[config.mk]
export PLATFORM = sky130hd
export DESIGN_NAME = whack_judge_flat
export DESIGN_NICKNAME = d
export VERILOG_FILES = /design/src/rtl/whack_judge_if.sv /design/src/rtl/whack_judge.sv /design/src/flat_wrapper.sv
export SDC_FILE = /design/constraint.sdc
export NUM_CORES = 1
export LEC_CHECK = 0
export CORE_MARGIN = 4
export CORE_UTILIZATION = 65
export CTS_CLUSTER_DIAMETER = 100
export CTS_CLUSTER_SIZE = 12
export DETAILED_ROUTE_END_ITERATION = 10
export DONT_BUFFER_PORTS = 1
export GPL_TIMING_DRIVEN = 0
export PLACE_DENSITY = 0.81
export SETUP_SLACK_MARGIN = 0.05
export SLEW_MARGIN = 25
export SYNTH_ARGS = -nofsm -noshare
export SYNTH_HDL_FRONTEND = slang
export SYNTH_SLANG_ARGS = --single-unit
[constraint.sdc]
create_clock -name clk -period 3.89 [get_ports clk]
set_clock_uncertainty 0.2 [all_clocks]
set_input_delay 0.5835 -clock clk [delete_from_list [all_inputs] [get_ports clk]]
set_output_delay 0.5835 -clock clk [all_outputs]
set_load 0.01 [all_outputs]
[src/rtl/whack_judge_if.sv]
// ============================================================================
// Module   : whack_judge_if
// Purpose  : Keypad, mole and score signals between the game logic and the judge.
// Revision : 1.0 - initial release
// ============================================================================
`default_nettype none

interface whack_judge_if #(
  parameter int SCORE_W = 8
);
  logic [3:0]         Rows;
  logic [1:0]         decoded_row;
  logic [1:0]         decoded_col;
  logic               mole_valid;
  logic [1:0]         mole_row;
  logic [1:0]         mole_col;
  logic               clear_score;
  logic               key_event;
  logic [1:0]         key_row;
  logic [1:0]         key_col;
  logic               hit;
  logic               miss;
  logic [SCORE_W-1:0] score;
  logic [3:0]         combo;

  modport master (
    output Rows, decoded_row, decoded_col, mole_valid, mole_row, mole_col,
           clear_score,
    input  key_event, key_row, key_col, hit, miss, score, combo
  );

  modport slave (
    input  Rows, decoded_row, decoded_col, mole_valid, mole_row, mole_col,
           clear_score,
    output key_event, key_row, key_col, hit, miss, score, combo
  );
endinterface

`default_nettype wire

[src/rtl/whack_judge.sv]
// ============================================================================
// Module   : whack_judge
// Purpose  : Debounces one keypad press per release and scores it against the
//            mole; optional macro WHACK_MISS_PENALTY_EN makes a miss cost a point.
// Revision : 1.0 - initial release
// ============================================================================
`default_nettype none

module whack_judge #(
  parameter int SCAN_WINDOW = 400000,
  parameter int SCORE_W     = 8
) (
  input  logic             clk,
  input  logic             rst_n,
  whack_judge_if.slave     bus_if
);

  localparam int                 CNT_W     = $clog2(SCAN_WINDOW);
  localparam logic [CNT_W-1:0]   LAST_CNT  = CNT_W'(SCAN_WINDOW - 1);
  localparam logic [SCORE_W-1:0] SCORE_MAX = '1;
  localparam logic [3:0]         COMBO_MAX = 4'hF;

  typedef enum logic [1:0] {
    S_IDLE   = 2'd0,
    S_SETTLE = 2'd1,
    S_JUDGE  = 2'd2,
    S_HELD   = 2'd3
  } state_t;

  state_t             state_q;
  logic [CNT_W-1:0]   cnt_q;
  logic [3:0]         rows_meta_q;
  logic [3:0]         rows_sync_q;
  logic               key_event_q;
  logic               hit_q;
  logic               miss_q;
  logic [1:0]         key_row_q;
  logic [1:0]         key_col_q;
  logic [SCORE_W-1:0] score_q;
  logic [SCORE_W-1:0] score_d;
  logic [3:0]         combo_q;
  logic [3:0]         combo_d;
  logic               active_w;
  logic               match_w;

  always_ff @(posedge clk or negedge rst_n) begin
    if (!rst_n) begin
      rows_meta_q <= 4'hF;
      rows_sync_q <= 4'hF;
    end else begin
      rows_meta_q <= bus_if.Rows;
      rows_sync_q <= rows_meta_q;
    end
  end

  assign active_w = (rows_sync_q != 4'hF);
  assign match_w  = bus_if.mole_valid &&
                    (bus_if.decoded_row == bus_if.mole_row) &&
                    (bus_if.decoded_col == bus_if.mole_col);

  // One counter serves both the settle delay and the release (quiet) timer.
  always_ff @(posedge clk or negedge rst_n) begin
    if (!rst_n) begin
      state_q     <= S_IDLE;
      cnt_q       <= '0;
      key_event_q <= 1'b0;
      hit_q       <= 1'b0;
      miss_q      <= 1'b0;
      key_row_q   <= 2'd0;
      key_col_q   <= 2'd0;
    end else begin
      key_event_q <= 1'b0;
      hit_q       <= 1'b0;
      miss_q      <= 1'b0;
      unique case (state_q)
        S_IDLE: begin
          if (active_w) begin
            state_q <= S_SETTLE;
            cnt_q   <= '0;
          end
        end
        S_SETTLE: begin
          if (cnt_q == LAST_CNT) begin
            state_q <= S_JUDGE;
            cnt_q   <= '0;
          end else begin
            cnt_q <= cnt_q + 1'b1;
          end
        end
        S_JUDGE: begin
          key_row_q   <= bus_if.decoded_row;
          key_col_q   <= bus_if.decoded_col;
          key_event_q <= 1'b1;
          hit_q       <= match_w;
          miss_q      <= !match_w;
          state_q     <= S_HELD;
          cnt_q       <= '0;
        end
        S_HELD: begin
          if (active_w) begin
            cnt_q <= '0;
          end else if (cnt_q == LAST_CNT) begin
            state_q <= S_IDLE;
            cnt_q   <= '0;
          end else begin
            cnt_q <= cnt_q + 1'b1;
          end
        end
        default: begin
          state_q <= S_IDLE;
          cnt_q   <= '0;
        end
      endcase
    end
  end

  // Scoring acts on the registered verdict, so clear_score in the pulse
  // cycle wins over that verdict.
  always_comb begin
    score_d = score_q;
    combo_d = combo_q;
    if (bus_if.clear_score) begin
      score_d = '0;
      combo_d = 4'd0;
    end else if (hit_q) begin
      if (score_q != SCORE_MAX) score_d = score_q + 1'b1;
      if (combo_q != COMBO_MAX) combo_d = combo_q + 1'b1;
    end else if (miss_q) begin
      combo_d = 4'd0;
`ifdef WHACK_MISS_PENALTY_EN
      if (score_q != '0) score_d = score_q - 1'b1;
`else
      score_d = score_q;
`endif
    end
  end

  always_ff @(posedge clk or negedge rst_n) begin
    if (!rst_n) begin
      score_q <= '0;
      combo_q <= 4'd0;
    end else begin
      score_q <= score_d;
      combo_q <= combo_d;
    end
  end

  assign bus_if.key_event = key_event_q;
  assign bus_if.hit       = hit_q;
  assign bus_if.miss      = miss_q;
  assign bus_if.key_row   = key_row_q;
  assign bus_if.key_col   = key_col_q;
  assign bus_if.score     = score_q;
  assign bus_if.combo     = combo_q;

endmodule

`default_nettype wire

[src/flat_wrapper.sv]
// flat-port wrapper written by rule: the top's interface ports become plain ports
module whack_judge_flat 
#(
  parameter int SCAN_WINDOW = 400000,
  parameter int SCORE_W     = 8
)
  (clk, rst_n, bus_if_Rows, bus_if_decoded_row, bus_if_decoded_col, bus_if_mole_valid, bus_if_mole_row, bus_if_mole_col, bus_if_clear_score, bus_if_key_event, bus_if_key_row, bus_if_key_col, bus_if_hit, bus_if_miss, bus_if_score, bus_if_combo);
  whack_judge_if #(.SCORE_W(SCORE_W)) bus_if_i ();
  input  logic clk;
  input  logic rst_n;
  input wire logic [$bits(bus_if_i.Rows)-1:0] bus_if_Rows;
  input wire logic [$bits(bus_if_i.decoded_row)-1:0] bus_if_decoded_row;
  input wire logic [$bits(bus_if_i.decoded_col)-1:0] bus_if_decoded_col;
  input wire logic [$bits(bus_if_i.mole_valid)-1:0] bus_if_mole_valid;
  input wire logic [$bits(bus_if_i.mole_row)-1:0] bus_if_mole_row;
  input wire logic [$bits(bus_if_i.mole_col)-1:0] bus_if_mole_col;
  input wire logic [$bits(bus_if_i.clear_score)-1:0] bus_if_clear_score;
  output wire logic [$bits(bus_if_i.key_event)-1:0] bus_if_key_event;
  output wire logic [$bits(bus_if_i.key_row)-1:0] bus_if_key_row;
  output wire logic [$bits(bus_if_i.key_col)-1:0] bus_if_key_col;
  output wire logic [$bits(bus_if_i.hit)-1:0] bus_if_hit;
  output wire logic [$bits(bus_if_i.miss)-1:0] bus_if_miss;
  output wire logic [$bits(bus_if_i.score)-1:0] bus_if_score;
  output wire logic [$bits(bus_if_i.combo)-1:0] bus_if_combo;
  assign bus_if_i.Rows = bus_if_Rows;
  assign bus_if_i.decoded_row = bus_if_decoded_row;
  assign bus_if_i.decoded_col = bus_if_decoded_col;
  assign bus_if_i.mole_valid = bus_if_mole_valid;
  assign bus_if_i.mole_row = bus_if_mole_row;
  assign bus_if_i.mole_col = bus_if_mole_col;
  assign bus_if_i.clear_score = bus_if_clear_score;
  assign bus_if_key_event = bus_if_i.key_event;
  assign bus_if_key_row = bus_if_i.key_row;
  assign bus_if_key_col = bus_if_i.key_col;
  assign bus_if_hit = bus_if_i.hit;
  assign bus_if_miss = bus_if_i.miss;
  assign bus_if_score = bus_if_i.score;
  assign bus_if_combo = bus_if_i.combo;
  whack_judge #(.SCAN_WINDOW(SCAN_WINDOW), .SCORE_W(SCORE_W)) u_core (.clk(clk), .rst_n(rst_n), .bus_if(bus_if_i));
endmodule
==> results.md <==
* Peak per-stage delay on the critical path at around 0.54 ns
* Chip height at ~70 um
* Vias/cell at between 6 and 7
* CP cell instances: and4_1 > and2_1 > clkbuf_1 > nor2_1 > mux2_2 > a22o_1
* Hold Fails Final Rpt at 0
* Worst Path Max Fanout at 10
* Cells after Synth at 223
* Endpoint type of the worst setup path: flop
* Number of flops mapped to enable cells by yosys at 0
* Die area at 4630 um2
* RSZ-0062 raised after global routing: false
* Pwr Density at 323 nW/um2
* Ys async rst share at 1.00
* Final slew viol count at 0
* Worst Hold Class: in2reg
* Worst path bufs/invs at 1
* Diode count at 0
* Internal power at 0.000653 W
* TritonCTS clock tree: built
* Initial core utilization at 0.686
* Fmax at 425 MHz
* Clk_lat worst skew at 0.37 ns
* Slew headroom at 0.612
* DRC at 0
* DP HPWL at 3310 um
* Peak supply drop at 0.000304 V
* Global-route wire length before repair at 8160 um
* Clock slew at reported path FFs at 0.14 ns
* Largest net degree at the start of global routing at 49
* Top FF cell, synth: dfrtp_1
* Final worst-path cycle share at 0.604
* Vias in the first global route at 1,747
* Final ANT Viol Nets at 0
* Number of library cell types mapped by synthesis at 42
* Row count at 21
* Worst-margin pin slew at 0.582 ns
* Overall power at 0.000829 W
* DR iter-0 viols at 151
* Max clock buf depth at 2
* Initial antenna violation count at 0
* Reg2reg setup slack at 1.54 ns
* Yosys warning total at 0
* CTS sink count at 48
* WL/cell at 17.0 um
* Crit path max-delay family: simple AND/OR/NAND/NOR gates
* Setup-failing EPs final at 0
* Static leakage at approximately 1.2 nW
* Setup Fix Bufs, Post-CTS at 0
* Router iterations before antenna repair at 5
* Data arrival, critical path at approximately 2.4 ns
* Routed vias at 1,817
* Met1 Usage GRT at 0.296
* WS Path Type: reg2reg
* CTS Buf Count at 5
* Chip width at 68.1 um
* Max cap viols at 0
* H-tree depth at 2
* Core Region at 3420 um2
* Most crowded layer after global routing: met2
* Fin Hold WS at 0.0694 ns
* Final worst path period need at approximately 2.4 ns
* Setup_tns at 0 ns
* Gate power share at 0.027
* Max stage delay cell, worst path: dfstp_2
* Met3 Usage GRT at 0.0575
* Area growth syn-to-layout at 9.39%
* Startpoint Class: flop
* Req. time, crit path at roughly 4.0 ns
* Post-Syn Area at 2340 um2
* Flops & latches, synth at 48
* Status: finished clean
* Sw Share at 0.212
* Syn_area_per_cell at 10.5 um2
* Cell Area, Placed at 2400 um2
* # IOs at 35
* GR Overflow Total at 0
* NetSw at roughly 0.00018 W
* Nets at 260
* Total Routing Usage GR at 0.239
* Clock power share at 0.360
* Met2 Use GR at 0.403
* Share of cells above drive strength 1 at 0.131
* Final instance area at between 2000 and 3000 um2
* Flop pwr share at 0.613
* Syn_nets at roughly 250
* Root buf cell: clkbuf_4
* WL final at 4820 um
* Seq/Total Area, Yosys at 0.517
* I/O Buffers at 0
* GP Congestion at roughly 0.81
==> kinds of logic (layout without fill, tap and decap cells) <==
group           Yosys count  after routing  share of synthesized area
compound gates           41             41                      0.113
buf+inv                  11             25                     0.0192
mux                      10             10                     0.0464
fa+ha+maj                 8              8                     0.0427
flops                    48             48                      0.517
simple gates             91             91                      0.210
xor+xnor                 14             14                     0.0523
==> cell usage in the layout, fill, tap and decap left out, types with 2 or more instances in the layout <==
| cell type | n |
|---|---|
| clkbuf_4 | 5 |
| nor4_1 | 2 |
| and2_1 | 2 |
| nor3_1 | 4 |
| o21ai_0 | 6 |
| or4b_4 | 2 |
| and3_1 | 3 |
| ha_1 | 8 |
| nand2b_1 | 4 |
| nor2_1 | 21 |
| nand3_1 | 16 |
| mux2i_1 | 3 |
| a31oi_1 | 10 |
| clkbuf_1 | 6 |
| nor2b_1 | 3 |
| xnor2_1 | 2 |
| nand4_1 | 9 |
| a21oi_1 | 13 |
| dfrtp_1 | 40 |
| and4_1 | 3 |
| mux2_2 | 6 |
| nand2_1 | 16 |
| xor2_1 | 12 |
| clkinv_4 | 2 |
| inv_1 | 4 |
| a41oi_1 | 3 |
| dlygate4sd3_1 | 5 |
| dfstp_2 | 8 |
==> sequential cells by signal (all words and copies together) (netlist names) <==
name                     flops
u_core.bus_if.hit            1
u_core.bus_if.miss           1
u_core.rows_meta_q           4
u_core.bus_if.key_row        2
u_core.cnt_q                19
u_core.bus_if.key_col        2
u_core.bus_if.combo          4
u_core.state_q               2
u_core.rows_sync_q           4
u_core.bus_if.score          8
u_core.bus_if.key_event      1
==> worst register-to-register path, stage by stage, from the launching register on <==
cell and delay [ns]:
dfstp_2 0.54, and4_1 0.31, and2_1 0.20, clkbuf_1 0.47, nor2_1 0.07, mux2_2 0.27
a22o_1 0.19
==> Yosys cell counts (2+ instances only) <==
cell type | instances | area share
nor3_1 | 4 | 0.0085
and4_1 | 3 | 0.011
mux2i_1 | 3 | 0.013
o21ai_0 | 6 | 0.013
xnor2_1 | 2 | 0.0075
nor2b_1 | 3 | 0.0080
nand2_1 | 16 | 0.026
and2_1 | 2 | 0.0053
a21oi_1 | 13 | 0.028
a41oi_1 | 3 | 0.011
clkbuf_1 | 6 | 0.0096
ha_1 | 8 | 0.043
a31oi_1 | 10 | 0.027
dfstp_2 | 8 | 0.090
dfrtp_1 | 40 | 0.43
and3_1 | 3 | 0.0080
mux2_2 | 6 | 0.029
nand3_1 | 16 | 0.034
xor2_1 | 12 | 0.045
nor2_1 | 21 | 0.034
or4b_4 | 2 | 0.012
nor4_1 | 2 | 0.0053
nand4_1 | 9 | 0.024
inv_1 | 4 | 0.0064
nand2b_1 | 4 | 0.011
==> final timing paths <==
path	start	endpoint	cells after the start
max reg2reg	u_core.rows_sync_q[2]	u_core.cnt_q[12]	6
min reg2reg	u_core.rows_meta_q[0]	u_core.rows_sync_q[0]	0
max in group asynchronous	rst_n	u_core.rows_meta_q[3]	2
max	u_core.rows_sync_q[2]	u_core.cnt_q[12]	6
min	bus_if_clear_score	u_core.bus_if.combo[3]	1
min in group asynchronous	rst_n	u_core.bus_if.combo[2]	2
==> power groups by stage <==
stage	sequential (W)	combinational, W	clock, W
after detailed placement	0.000517	0.00000615	0
after global placement	0.000517	0.00000599	0
after floorplan	0.000516	0.00000521	0
after global routing	0.000508	0.0000259	0.000325
final	0.000508	0.0000227	0.000298
after CTS	0.000508	0.0000232	0.000309
==> metrics by stage <==
step,util,instances,worst slack [ns]
global route,0.751,283,1.40
CTS,0.751,283,1.56
floorplan,-,223,1.81
global placement,0.703,269,1.65
detailed placement,0.703,269,1.59
finish,0.751,283,1.54
==> repair_timing <==
action | 4_1_cts | 5_1_grt
hold buffers | 6 | 0
endpoints found under the hold margin | 52 | 0
resized for setup | 0 | 0
==> per-layer routing <==
metal  routed length [um]  vias to the layer above
li1                     -                      839
met4                  114                        0
met1                 1930                      873
met3                  335                       13
met2                 2450                       92
met5                    0                        -
==> layout make-up <==
| cell class | instances | area (um2) |
|---|---|---|
| tap | 46 | 57.6 |
| sequential | 48 | 1210 |
| inverter | 4 | 15.0 |
| clock inverter | 3 | 47.5 |
| timing repair buffer | 6 | 77.6 |
| clock buffer | 5 | 37.5 |
| buffer | 7 | 30.0 |
| fill | 233 | 851 |
| multi-input combinational | 164 | 1090 |
Note: power is estimated with default switching activity, not from simulation.
